`config.mk`:
```
export PLATFORM = sky130hd
export DESIGN_NAME = hazard_ctrl
export DESIGN_NICKNAME = d
export VERILOG_FILES = /design/src/rtl/hazard_ctrl.sv
export SDC_FILE = /design/constraint.sdc
export NUM_CORES = 1
export LEC_CHECK = 0
export ABC_CLOCK_PERIOD_IN_PS = 3200
export CORE_UTILIZATION = 37
export CTS_CLUSTER_SIZE = 10
export DETAILED_ROUTE_END_ITERATION = 12
export PLACE_DENSITY = 0.88
export SLEW_MARGIN = 20
export SYNTH_ARGS = -nofsm -noshare
export SYNTH_HDL_FRONTEND = slang
export SYNTH_SLANG_ARGS = --single-unit
```
`constraint.sdc`:
```
create_clock -name clk -period 3.2 [get_ports clk]
set_input_delay 0.48 -clock clk [delete_from_list [all_inputs] [get_ports clk]]
set_output_delay 0.48 -clock clk [all_outputs]
set_load 0.02 [all_outputs]
```
`src/rtl/hazard_ctrl.sv`:
```
// Hazard/flush controller: forwarding selects, load-use/branch stalls, branch/jump flushes and syscall drain sequencing.
// Optional performance counters are built only when HAZARD_PERF_CNT_EN is defined.
module hazard_ctrl #(
    parameter int DRAIN_DEPTH = 3,
    parameter int CNT_W       = 32
) (
    input  logic             clk,
    input  logic             rst,
    input  logic [4:0]       rs_d,
    input  logic [4:0]       rt_d,
    input  logic [4:0]       rs_e,
    input  logic [4:0]       rt_e,
    input  logic [4:0]       write_reg_e,
    input  logic [4:0]       write_reg_m,
    input  logic [4:0]       write_reg_w,
    input  logic             reg_write_e,
    input  logic             reg_write_m,
    input  logic             reg_write_w,
    input  logic             mem_to_reg_e,
    input  logic             mem_to_reg_m,
    input  logic             branch_d,
    input  logic             pc_src_d,
    input  logic             syscall_d,
    input  logic             syscall_done,
    output logic             stall_f,
    output logic             stall_d,
    output logic             flush_d,
    output logic             flush_e,
    output logic [1:0]       fwd_a_e,
    output logic [1:0]       fwd_b_e,
    output logic             fwd_a_d,
    output logic             fwd_b_d,
    output logic [CNT_W-1:0] stall_cnt,
    output logic [CNT_W-1:0] flush_cnt
);

    typedef enum logic [1:0] {
        ST_RUN   = 2'd0,
        ST_DRAIN = 2'd1,
        ST_ISSUE = 2'd2,
        ST_WAIT  = 2'd3
    } state_t;

    // Out-of-range depths are clamped so the 3-bit drain counter can never wrap.
    localparam int DEPTH_C = (DRAIN_DEPTH < 1) ? 1 : ((DRAIN_DEPTH > 7) ? 7 : DRAIN_DEPTH);
    localparam logic [2:0] DRAIN_LOAD = 3'(DEPTH_C - 1);

    state_t     state_r;
    state_t     state_nxt_s;
    logic [2:0] drain_cnt_r;
    logic [2:0] drain_cnt_nxt_s;
    logic       lw_stall_s;
    logic       br_stall_s;
    logic       hz_s;

    // A producing stage matches a source only if it writes and the register is not r0.
    function automatic logic prod_hit_f(input logic we, input logic [4:0] dst, input logic [4:0] src);
        return we && (dst != 5'd0) && (dst == src);
    endfunction

    function automatic logic [1:0] fwd_sel_f(input logic [4:0] src);
        logic [1:0] sel;
        if (prod_hit_f(reg_write_m, write_reg_m, src)) begin
            sel = 2'b10;
        end else if (prod_hit_f(reg_write_w, write_reg_w, src)) begin
            sel = 2'b01;
        end else begin
            sel = 2'b00;
        end
        return sel;
    endfunction

    // Forwarding selects and hazard detection, independent of the FSM state.
    always_comb begin
        fwd_a_e    = fwd_sel_f(rs_e);
        fwd_b_e    = fwd_sel_f(rt_e);
        fwd_a_d    = prod_hit_f(reg_write_m, write_reg_m, rs_d);
        fwd_b_d    = prod_hit_f(reg_write_m, write_reg_m, rt_d);
        lw_stall_s = mem_to_reg_e && (rt_e != 5'd0) && ((rt_e == rs_d) || (rt_e == rt_d));
        br_stall_s = branch_d &&
                     (prod_hit_f(reg_write_e, write_reg_e, rs_d) ||
                      prod_hit_f(reg_write_e, write_reg_e, rt_d) ||
                      prod_hit_f(mem_to_reg_m, write_reg_m, rs_d) ||
                      prod_hit_f(mem_to_reg_m, write_reg_m, rt_d));
        hz_s       = lw_stall_s || br_stall_s;
    end

    // Syscall sequencer state and drain counter.
    always_ff @(posedge clk or posedge rst) begin
        if (rst) begin
            state_r     <= ST_RUN;
            drain_cnt_r <= 3'd0;
        end else begin
            state_r     <= state_nxt_s;
            drain_cnt_r <= drain_cnt_nxt_s;
        end
    end

    // Next-state and stall/flush decode.
    always_comb begin
        stall_f         = 1'b0;
        stall_d         = 1'b0;
        flush_d         = 1'b0;
        flush_e         = 1'b0;
        state_nxt_s     = state_r;
        drain_cnt_nxt_s = drain_cnt_r;
        case (state_r)
            ST_RUN: begin
                if (syscall_d && !hz_s) begin
                    stall_f         = 1'b1;
                    stall_d         = 1'b1;
                    flush_e         = 1'b1;
                    flush_d         = 1'b0;
                    drain_cnt_nxt_s = DRAIN_LOAD;
                    if (DEPTH_C == 1) begin
                        state_nxt_s = ST_ISSUE;
                    end else begin
                        state_nxt_s = ST_DRAIN;
                    end
                end else begin
                    stall_f = hz_s;
                    stall_d = hz_s;
                    flush_e = hz_s;
                    flush_d = pc_src_d && !hz_s;
                end
            end
            ST_DRAIN: begin
                stall_f = 1'b1;
                stall_d = 1'b1;
                flush_e = 1'b1;
                // The counter holds the drain cycles still owed including this one.
                if (drain_cnt_r <= 3'd1) begin
                    drain_cnt_nxt_s = 3'd0;
                    state_nxt_s     = ST_ISSUE;
                end else begin
                    drain_cnt_nxt_s = drain_cnt_r - 3'd1;
                    state_nxt_s     = ST_DRAIN;
                end
            end
            ST_ISSUE: begin
                state_nxt_s = ST_WAIT;
            end
            ST_WAIT: begin
                stall_f = 1'b1;
                stall_d = 1'b1;
                flush_e = 1'b1;
                if (syscall_done) begin
                    state_nxt_s = ST_RUN;
                end else begin
                    state_nxt_s = ST_WAIT;
                end
            end
            default: begin
                state_nxt_s     = ST_RUN;
                drain_cnt_nxt_s = 3'd0;
            end
        endcase
    end

`ifdef HAZARD_PERF_CNT_EN
    localparam logic [CNT_W-1:0] CNT_MAX = {CNT_W{1'b1}};
    localparam logic [CNT_W-1:0] CNT_ONE = {{(CNT_W-1){1'b0}}, 1'b1};

    logic [CNT_W-1:0] stall_cnt_r;
    logic [CNT_W-1:0] flush_cnt_r;

    // Saturating stall and flush event counters.
    always_ff @(posedge clk or posedge rst) begin
        if (rst) begin
            stall_cnt_r <= {CNT_W{1'b0}};
            flush_cnt_r <= {CNT_W{1'b0}};
        end else begin
            if (stall_d && (stall_cnt_r != CNT_MAX)) begin
                stall_cnt_r <= stall_cnt_r + CNT_ONE;
            end
            if ((flush_d || flush_e) && (flush_cnt_r != CNT_MAX)) begin
                flush_cnt_r <= flush_cnt_r + CNT_ONE;
            end
        end
    end

    assign stall_cnt = stall_cnt_r;
    assign flush_cnt = flush_cnt_r;
`else
    assign stall_cnt = {CNT_W{1'b0}};
    assign flush_cnt = {CNT_W{1'b0}};
`endif

endmodule

```
# Word level (Yosys, flattened, before mapping)
# Cells that the tools add are included.
# word_totals
word_cells,66
ff_bits,5
# classes
addsub,1
n_reduce_logical,33
eq_ne,14
muxes,15
n_lt_le_gt_ge,1
# op_table
cell,n
5-bit equality test,10
5-bit nonzero test,4
1-bit logical AND,19
2-bit 2-to-1 mux,5
2-bit one-hot mux with 4 select lines,1
3-bit 2-to-1 mux,2
3-bit one-hot mux with 2 select lines,1
1-bit logical OR,5
1-bit 2-to-1 mux,5
"2-bit equality test, second input constant",2
"3-bit by 1-bit <= comparator with 1-bit output, second input constant",1
"3-bit by 1-bit subtractor with 3-bit output, second input constant",1
"2-bit by 1-bit equality test with 1-bit output, second input constant",1
2-bit logical NOT,1
"2-bit inequality test, second input constant",1
1-bit one-hot mux with 2 select lines,1
2-bit AND reduction,1
2-bit nonzero test,1
2-bit OR reduction,1
1-bit logical NOT,1

# Depth between registers and ports, before layout
# Gate-level depths: netlist (run 1).
# logic_depth
word_depth,12
ltp_mapped,8
mapped_depth_nobuf,8

# Worst setup path after synthesis (run 1)
# Ideal clock, no wire load.
# synth_timing
path_kind,input-to-output
from,in rt_e[1]
to,out flush_d
t_arrival_ns,2.158
slack_ns,0.562
path_buffers,1
path_stages,5
cell_sequence,buf_6 -> or4_4 -> o221ai_2 -> nand3_1 -> nor4bb_1
# synth_via
elab_chain_len,8
elab_cells_between_ends,12
cone_classes,eq/ne (2); mux (2); reduce/logical (8)
# synth_rtl
item,line,source
"start, declared",12,"input logic [4:0] rt_e,"
5-bit equality test / 5-bit nonzero test (equally long branches),79,lw_stall_s = mem_to_reg_e && (rt_e != 5'd0) && ((rt_e == rs_d) || (rt_e == rt_d));
1-bit logical OR / 1-bit logical AND (equally long branches),79,
1-bit logical AND *,79,
1-bit logical OR *,85,hz_s = lw_stall_s || br_stall_s;
1-bit logical NOT *,"109, 124",
"1-bit logical AND, on equally long branches","124, 109",
1-bit 2-to-1 mux *,109,if (syscall_d && !hz_s) begin
1-bit 2-to-1 mux *,107,case (state_r)
"end, declared",27,"output logic flush_d,"
# Every way passes the cells marked *; elsewhere a longest branch is shown, timed or not.

# Worst setup path after layout (run 1)
# layout_timing
from,in write_reg_w[1]
to,out fwd_a_e[0]
# layout_via
elab_chain_len,5
elab_cells_between_ends,6
cone_classes,eq/ne (1); mux (2); reduce/logical (3)
# layout_rtl
item,line,source
"start, declared",15,"input logic [4:0] write_reg_w,"
5-bit nonzero test,58,return we && (dst != 5'd0) && (dst == src);
1-bit logical AND,58,
1-bit logical AND *,58,
1-bit 2-to-1 mux *,65,"end else if (prod_hit_f(reg_write_w, write_reg_w, src)) begin"
2-bit 2-to-1 mux *,63,"if (prod_hit_f(reg_write_m, write_reg_m, src)) begin"
"end, declared",29,"output logic [1:0] fwd_a_e,"
# Marks and branches as above.

==> flow_results.xml, run 1 <==
<?xml version="1.0" encoding="UTF-8"?>
<metrics>
  <group name="timing">
    <metric name="grt_setup_unrepaired" unit="">no</metric>
    <metric name="finalCritPeriodShare" unit="%">96.2</metric>
    <metric name="post-route-min-period" unit="ns">3.08</metric>
    <metric name="timing.clock.skew" unit="ns">0.000981</metric>
    <metric name="final-hold-violation-count" unit="">0</metric>
    <metric name="fin_setup_tns" unit="ns">0</metric>
    <metric name="finalMaxSlewViolations" unit="">0</metric>
    <metric name="setup_viol_count_final" unit="">0</metric>
    <metric name="fin_hold_ws" unit="ns">0.466</metric>
    <metric name="max_clock_freq" unit="MHz">325</metric>
  </group>
  <group name="setup_path">
    <metric name="reg2reg_setup_slack" unit="ns">1.59</metric>
    <metric name="worst-r2r-cell-count" unit="">8</metric>
    <metric name="r2r-end" unit="">drain_cnt_r[2]$_DFFE_PP0P_</metric>
    <metric name="worst_setup_path_end_kind" unit="">output port</metric>
    <metric name="r2r_start" unit="">drain_cnt_r[1]$_DFFE_PP0P_</metric>
    <metric name="worstPathArrival" unit="ns">2.60</metric>
    <metric name="timing.critical_path.fanout_max" unit="">3</metric>
    <metric name="crit_type" unit="">in -&gt; out</metric>
    <metric name="required" unit="ns">2.72</metric>
    <metric name="crit_path_start_kind" unit="">input port</metric>
  </group>
  <group name="logic_synthesis">
    <metric name="postSynth.topFlopCell" unit="">sky130_fd_sc_hd__dfrtp_1</metric>
    <metric name="synthCells" unit="">200</metric>
    <metric name="yosys.cell_count.top_type" unit="">sky130_fd_sc_hd__buf_4</metric>
    <metric name="async_flop_share" unit="%">100</metric>
    <metric name="synthesis.area" unit="mm²">0.00155</metric>
    <metric name="yosys.cell_types.count" unit="">34</metric>
    <metric name="synth-seq-area-share" unit="%">8.10</metric>
    <metric name="syn_avg_cell_area" unit="µm²">7.73</metric>
    <metric name="synth_top_cell_area_share" unit="%">32.1</metric>
    <metric name="yosys_register_bits" unit="">5</metric>
    <metric name="ranking_of_synthesized_cells_by_instance_count" unit="">66 x sky130_fd_sc_hd__buf_4, 26 x sky130_fd_sc_hd__xnor2_1, 24 x sky130_fd_sc_hd__xor2_1</metric>
    <metric name="synth_edf_count" unit="">0</metric>
    <metric name="yosys_warnings" unit="">0</metric>
    <metric name="synth_top_area_cell" unit="">sky130_fd_sc_hd__buf_4</metric>
    <metric name="synth.top_cells.by_area" unit="">sky130_fd_sc_hd__buf_4 32%, sky130_fd_sc_hd__xnor2_1 15%, sky130_fd_sc_hd__xor2_1 14%</metric>
  </group>
  <group name="route">
    <metric name="via_count" unit="">1382</metric>
    <metric name="drt-total-wl" unit="mm">3.63</metric>
    <metric name="drt_iter0_markers" unit="">58</metric>
    <metric name="routedWlPerCell" unit="µm">11.3</metric>
    <metric name="route.antenna.remaining_nets" unit="">0</metric>
    <metric name="drc" unit="">0</metric>
    <metric name="via_per_inst" unit="">4.31</metric>
    <metric name="drt-pass1-iter-count" unit="">4</metric>
  </group>
  <group name="global_routing">
    <metric name="grt-ovfl-total" unit="">0</metric>
    <metric name="grt_pass1_vias" unit="">1269</metric>
    <metric name="global_route_wire_length_before_repair" unit="mm">5.59</metric>
    <metric name="grt.total_usage" unit="%">16.4</metric>
    <metric name="largest_net_degree_at_the_start_of_global_routing" unit="">9</metric>
    <metric name="initial_antenna_violation_count" unit="">0</metric>
  </group>
  <group name="clocking">
    <metric name="clkTransAtPathRegs" unit="ns">0.03</metric>
    <metric name="cts_repair_resize_count" unit="">5</metric>
    <metric name="post_cts_buffers" unit="">0</metric>
    <metric name="cts_tree" unit="">built</metric>
    <metric name="tritoncts_num_sinks" unit="">5</metric>
    <metric name="clk-insertion-delay-late" unit="ns">0.22</metric>
    <metric name="cts-root-to-sink-buffers" unit="">2</metric>
    <metric name="cts_made_buffers" unit="">3</metric>
    <metric name="postCtsHoldBufs" unit="">0</metric>
    <metric name="cts_htree_levels" unit="">1</metric>
    <metric name="root_buffer_master" unit="">sky130_fd_sc_hd__clkbuf_8</metric>
  </group>
  <group name="flow_run">
    <metric name="number_of_max_capacitance_violations_reported" unit="">0</metric>
  </group>
  <group name="final_layout">
    <metric name="finalNonFillerCells" unit="">321</metric>
    <metric name="share_of_final_layout_standard_cells_stronger_than_drive_strength_1" unit="%">12.2</metric>
    <metric name="nNetsFinal" unit="">320</metric>
    <metric name="final_core_util" unit="%">52.0</metric>
    <metric name="ant_diodes" unit="">0</metric>
    <metric name="syn_to_final_growth" unit="%">34.6</metric>
  </group>
  <group name="floorplan">
    <metric name="floorplan.io_pins" unit="">120</metric>
    <metric name="design.die.area" unit="mm²">0.00444</metric>
    <metric name="core_area" unit="mm²">0.00400</metric>
    <metric name="die_w" unit="µm">66.6</metric>
    <metric name="initial_utilization" unit="%">38.6</metric>
    <metric name="core.rowCount" unit="">23</metric>
    <metric name="die-height" unit="µm">66.6</metric>
  </group>
  <group name="power_and_ir_drop">
    <metric name="power_per_cell_area" unit="mW/mm²">363</metric>
    <metric name="report.power.total" unit="µW">754</metric>
    <metric name="power_leakage" unit="µW">0.000941</metric>
    <metric name="vdd_ir_drop_max" unit="mV">0.245</metric>
  </group>
  <group name="place">
    <metric name="hpwl" unit="mm">3.18</metric>
    <metric name="place_inst" unit="">317</metric>
    <metric name="buffer_ports.inserted" unit="">55</metric>
    <metric name="globalplace.congestion" unit="">0.905</metric>
  </group>
  <group name="status">
    <metric name="status" unit="">finished, final reports clean</metric>
  </group>
  <group name="min_path">
    <metric name="hold_path.class" unit="">in -&gt; async</metric>
  </group>
</metrics>
-- per-layer routing --
| layer | track usage [%] | routed length, µm | vias to the layer above |
|---|---|---|---|
| met5 | 0 | 0 | - |
| met4 | 5.05 | 14 | 0 |
| met3 | 1.37 | 173 | 2 |
| met2 | 32.1 | 2010 | 63 |
| met1 | 18.2 | 1430 | 648 |
| li1 | - | - | 669 |
-- through the flow --
stage | setup WS (ns) | area (µm²)
after global routing | 0.0184 | 2080
after global placement | -0.107 | 2030
final | 0.122 | 2080
after detailed placement | -0.143 | 2030
after floorplan | 0.562 | 1780
after CTS | 0.0500 | 2080
-- cells by family after synthesis --
group | after synthesis | share of synthesized area (%)
AOI/OAI and AO/OA | 17 | 9.55
xor gates and xnor gates | 50 | 28.3
adders and majority gates | 2 | 1.62
buffers and inverters | 81 | 36.9
DFF | 5 | 8.10
other | 1 | 0.243
and+or+nand+nor | 44 | 15.2
-- worst max path at each step --
stage / from / endpoint / slack (ns) / cells past startpoint
after floorplan: rt_e[1] / flush_d / 0.56 / 5
final: write_reg_w[1] / fwd_a_e[0] / 0.12 / 6
after CTS: rt_e[4] / fwd_b_e[0] / 0.05 / 6
after global routing: rt_d[3] / stall_d / 0.02 / 9
after detailed placement: write_reg_e[2] / stall_d / -0.14 / 10
after global placement: rt_e[2] / flush_d / -0.11 / 6
-- cell usage in the layout (no fill, tap or decap), types with 2 or more instances in the layout --
cell type,count
sky130_fd_sc_hd__buf_4,25
sky130_fd_sc_hd__nand2_1,6
sky130_fd_sc_hd__nor4_1,5
sky130_fd_sc_hd__nor3_1,7
sky130_fd_sc_hd__conb_1,64
sky130_fd_sc_hd__a21o_1,2
sky130_fd_sc_hd__dlygate4sd2_1,4
sky130_fd_sc_hd__o31ai_1,2
sky130_fd_sc_hd__inv_1,5
sky130_fd_sc_hd__o21ai_0,2
sky130_fd_sc_hd__xnor2_1,26
sky130_fd_sc_hd__nand3_1,10
sky130_fd_sc_hd__or4_1,4
sky130_fd_sc_hd__dfrtp_1,5
sky130_fd_sc_hd__clkdlybuf4s50_1,50
sky130_fd_sc_hd__xor2_1,24
sky130_fd_sc_hd__a21oi_1,2
sky130_fd_sc_hd__ha_1,2
sky130_fd_sc_hd__nor2_1,7
sky130_fd_sc_hd__clkbuf_8,3
-- state kept, by name, indices dropped and copies added (netlist names) --
| name | flops |
|---|---|
| state_r | 2 |
| drain_cnt_r | 3 |
-- power breakdown --
part / switching, µW / internal, µW / leakage [µW]
logic: 280 / 224 / 0.000857
registers: 40.8 / 95.4 / 0.0000608
clock network: 28.6 / 85.3 / 0.0000228
-- worst max-delay path, cell delays in order --
cell and delay [ns]:
sky130_fd_sc_hd__clkdlybuf4s50_1 0.54, sky130_fd_sc_hd__or4_1 0.16, sky130_fd_sc_hd__o21ai_1 0.07, sky130_fd_sc_hd__or4_1 0.51
sky130_fd_sc_hd__nor4_1 0.18, sky130_fd_sc_hd__clkdlybuf4s50_1 0.65
-- cell type report --
cell class	instances	area, µm²
fillers	384	1920
inverters	5	18.8
flip-flops and latches	5	125
clock buffers	4	45.0
repair buffers	80	736
multi-input cells	177	1090
well taps	50	62.6
(Power assumes the default switching activity.)
==> run 2, diff against run 1 <==
Settings changed: CORE_MARGIN set to 2.
==> run 2 against run 1 <==
Non-clock buffer count is 1 higher. Critical path depth stayed put. Clock skew is 0.0021 ns higher. Cell area is 0.18% higher. Global-route usage is 0.69 points lower. Power is 0.18% lower. Maximum frequency is 2.1% higher. Worst setup slack better by 0.064 ns. Sequential share of layout area hardly changed. Register-to-register slack hardly changed. Via count is 0.22% lower. Routed wire length is 2.0% higher. Critical path type unchanged. Largest power group unchanged.
==> flow_results.xml, run 2 (synthesis results as in run 1) <==
<?xml version="1.0" encoding="UTF-8"?>
<metrics>
  <group name="timing">
    <metric name="timing.clock.skew" unit="ns">0.00307</metric>
    <metric name="timing.final.ws_setup" unit="ns">0.186</metric>
    <metric name="finalCritPeriodShare" unit="%">94.2</metric>
    <metric name="grt_setup_unrepaired" unit="">no</metric>
    <metric name="final-hold-violation-count" unit="">0</metric>
    <metric name="max_clock_freq" unit="MHz">332</metric>
    <metric name="finalMaxSlewViolations" unit="">0</metric>
    <metric name="post-route-min-period" unit="ns">3.01</metric>
    <metric name="setup_viol_count_final" unit="">0</metric>
  </group>
  <group name="place">
    <metric name="hpwl" unit="mm">3.33</metric>
    <metric name="globalplace.congestion" unit="">0.840</metric>
    <metric name="buffer_ports.inserted" unit="">55</metric>
    <metric name="place_inst" unit="">318</metric>
    <metric name="placement.setup.worst_slack" unit="ns">-0.116</metric>
  </group>
  <group name="route">
    <metric name="wl_met3" unit="µm">253</metric>
    <metric name="via_per_inst" unit="">4.28</metric>
    <metric name="drt-total-wl" unit="mm">3.71</metric>
    <metric name="drt-pass1-iter-count" unit="">4</metric>
    <metric name="route.antenna.remaining_nets" unit="">0</metric>
    <metric name="drc" unit="">0</metric>
    <metric name="via_count" unit="">1379</metric>
    <metric name="route.top_layer_used" unit="">met4</metric>
    <metric name="routedWlPerCell" unit="µm">11.5</metric>
    <metric name="drt_iter0_markers" unit="">36</metric>
    <metric name="routed-wl-met2" unit="mm">2.00</metric>
    <metric name="route.layer.met1.wl" unit="mm">1.39</metric>
  </group>
  <group name="floorplan">
    <metric name="core_area" unit="mm²">0.00400</metric>
    <metric name="initial_utilization" unit="%">38.6</metric>
    <metric name="die_w" unit="µm">68.6</metric>
    <metric name="die-height" unit="µm">68.6</metric>
    <metric name="floorplan.io_pins" unit="">120</metric>
    <metric name="core.rowCount" unit="">23</metric>
    <metric name="design.die.area" unit="mm²">0.00471</metric>
  </group>
  <group name="final_layout">
    <metric name="mostFrequentLayoutCells" unit="">64 x sky130_fd_sc_hd__conb_1, 49 x sky130_fd_sc_hd__clkdlybuf4s50_1, 26 x sky130_fd_sc_hd__xnor2_1, 26 x sky130_fd_sc_hd__buf_4, 24 x sky130_fd_sc_hd__xor2_1</metric>
    <metric name="final_core_util" unit="%">52.1</metric>
    <metric name="regMostFlops" unit="">drain_cnt_r</metric>
    <metric name="nNetsFinal" unit="">321</metric>
    <metric name="share_of_final_layout_standard_cells_stronger_than_drive_strength_1" unit="%">12.1</metric>
    <metric name="top_regs" unit="">drain_cnt_r (3), state_r (2)</metric>
    <metric name="layout.filler_cells" unit="">382</metric>
    <metric name="mostFrequentLayoutCell" unit="">sky130_fd_sc_hd__conb_1</metric>
    <metric name="syn_to_final_growth" unit="%">34.8</metric>
    <metric name="finalNonFillerCells" unit="">322</metric>
    <metric name="largest_register_ff_count" unit="">3</metric>
    <metric name="ant_diodes" unit="">0</metric>
  </group>
  <group name="setup_path">
    <metric name="worst_setup_path_end_kind" unit="">output port</metric>
    <metric name="endpoint" unit="">fwd_b_e[1]</metric>
    <metric name="reg2reg_setup_slack" unit="ns">1.58</metric>
    <metric name="cp_num_cells" unit="">6</metric>
    <metric name="r2r_start" unit="">drain_cnt_r[1]$_DFFE_PP0P_</metric>
    <metric name="worst_path_most_repeated_cell" unit="">sky130_fd_sc_hd__clkdlybuf4s50_1</metric>
    <metric name="critical-path-top-delay-family" unit="">buffers and inverters</metric>
    <metric name="cp-startpoint" unit="">rt_e[3]</metric>
    <metric name="required" unit="ns">2.72</metric>
    <metric name="worstPathArrival" unit="ns">2.53</metric>
    <metric name="worst-r2r-cell-count" unit="">8</metric>
    <metric name="crit_type" unit="">in -&gt; out</metric>
    <metric name="crit_path_start_kind" unit="">input port</metric>
    <metric name="critical-path-slowest-cell" unit="">sky130_fd_sc_hd__clkdlybuf4s50_1</metric>
    <metric name="worst_path_largest_cell_delay" unit="ns">0.69</metric>
    <metric name="crit_chain" unit="">clkdlybuf4s50_1, buf_4, xnor2_1, nand3_1, nor4_1, clkdlybuf4s50_1</metric>
    <metric name="timing.critical_path.fanout_max" unit="">4</metric>
    <metric name="r2r-end" unit="">drain_cnt_r[2]$_DFFE_PP0P_</metric>
    <metric name="sum_of_buffers_and_inverters_on_the_critical_path" unit="">3</metric>
  </group>
  <group name="power_and_ir_drop">
    <metric name="vdd_ir_drop_max" unit="mV">0.244</metric>
    <metric name="power_per_cell_area" unit="mW/mm²">362</metric>
    <metric name="power_leakage" unit="µW">0.000964</metric>
  </group>
  <group name="min_path">
    <metric name="hold_path.class" unit="">in -&gt; async</metric>
  </group>
  <group name="clocking">
    <metric name="cts_htree_levels" unit="">1</metric>
    <metric name="cts_tree" unit="">built</metric>
    <metric name="cts-root-to-sink-buffers" unit="">2</metric>
    <metric name="postCtsHoldBufs" unit="">0</metric>
    <metric name="clk-insertion-delay-late" unit="ns">0.21</metric>
    <metric name="tritoncts_num_sinks" unit="">5</metric>
    <metric name="root_buffer_master" unit="">sky130_fd_sc_hd__clkbuf_8</metric>
    <metric name="cts_made_buffers" unit="">3</metric>
    <metric name="clkTransAtPathRegs" unit="ns">0.04</metric>
    <metric name="post_cts_buffers" unit="">0</metric>
  </group>
  <group name="global_routing">
    <metric name="initial_antenna_violation_count" unit="">0</metric>
    <metric name="grt-ovfl-total" unit="">0</metric>
    <metric name="grt_pass1_vias" unit="">1291</metric>
    <metric name="global_route_wire_length_before_repair" unit="mm">5.64</metric>
    <metric name="largest_net_degree_at_the_start_of_global_routing" unit="">9</metric>
    <metric name="grt.total_usage" unit="%">15.7</metric>
  </group>
  <group name="status">
    <metric name="status" unit="">finished, final reports clean</metric>
  </group>
  <group name="flow_run">
    <metric name="number_of_max_capacitance_violations_reported" unit="">0</metric>
  </group>
</metrics>
[run 2: worst min path at each step]
| stage | cells past startpoint | start | slack [ns] | end |
|---|---|---|---|---|
| after floorplan | 1 | rst | 0.26 | drain_cnt_r[0]$_DFFE_PP0P_ |
| after global placement | 2 | drain_cnt_r[1]$_DFFE_PP0P_ | 0.52 | drain_cnt_r[1]$_DFFE_PP0P_ |
| after detailed placement | 2 | drain_cnt_r[1]$_DFFE_PP0P_ | 0.53 | drain_cnt_r[1]$_DFFE_PP0P_ |
| after CTS | 2 | rst | 0.45 | drain_cnt_r[2]$_DFFE_PP0P_ |
| after global routing | 2 | rst | 0.47 | state_r[0]$_DFFE_PP0P_ |
| final | 2 | rst | 0.45 | drain_cnt_r[2]$_DFFE_PP0P_ |
[run 2: worst reg2reg max path: cells and delay by family (launching register included)]
kind,cells,cell delay [ns]
AOI/OAI and AO/OA,4,0.56
adders and majority gates,1,0.14
buffers and inverters,1,0.09
DFF,1,0.38
and+or+nand+nor,2,0.33
[run 2: layout make-up]
type / count / area, µm² / area share, %
Sequential cell: 5 / 125 / 6.01
Inverter: 5 / 18.8 / 0.901
Tap cell: 50 / 62.6 / 3.00
Multi-Input combinational cell: 177 / 1090 / 52.1
Clock buffer: 4 / 45.0 / 2.16
Timing Repair Buffer: 81 / 746 / 35.8
[run 2: what timing repair did]
item / CTS / global route
cloned: 0 / 0
hold endpoints to repair: 0 / 0
gates resized for setup: 4 / 2
pin swaps: 0 / 0
setup endpoints to repair: 4 / 2
[run 2: per-layer routing]
metal / track usage, % / up-vias
met4: 5.50 / 0
met2: 29.3 / 66
met5: 0 / -
li1: - / 673
met3: 2.76 / 6
met1: 17.6 / 634
[run 2: power by group]
part	switching [µW]	leakage [µW]	internal, µW	total [µW]
Sequential	39.7	0.0000608	95.4	135
Combinational	282	0.000880	224	506
Clock	26.8	0.0000228	85.2	112
[run 2: metrics by stage]
step | total power [µW] | instance area [µm²] | hold slack (ns) | TNS, ns
floorplan | 536 | 1780 | 0.259 | 0
global placement | 638 | 2040 | 0.520 | -0.268
detailed placement | 656 | 2040 | 0.531 | -0.437
CTS | 757 | 2080 | 0.452 | 0
global route | 825 | 2080 | 0.466 | 0
finish | 753 | 2080 | 0.452 | 0
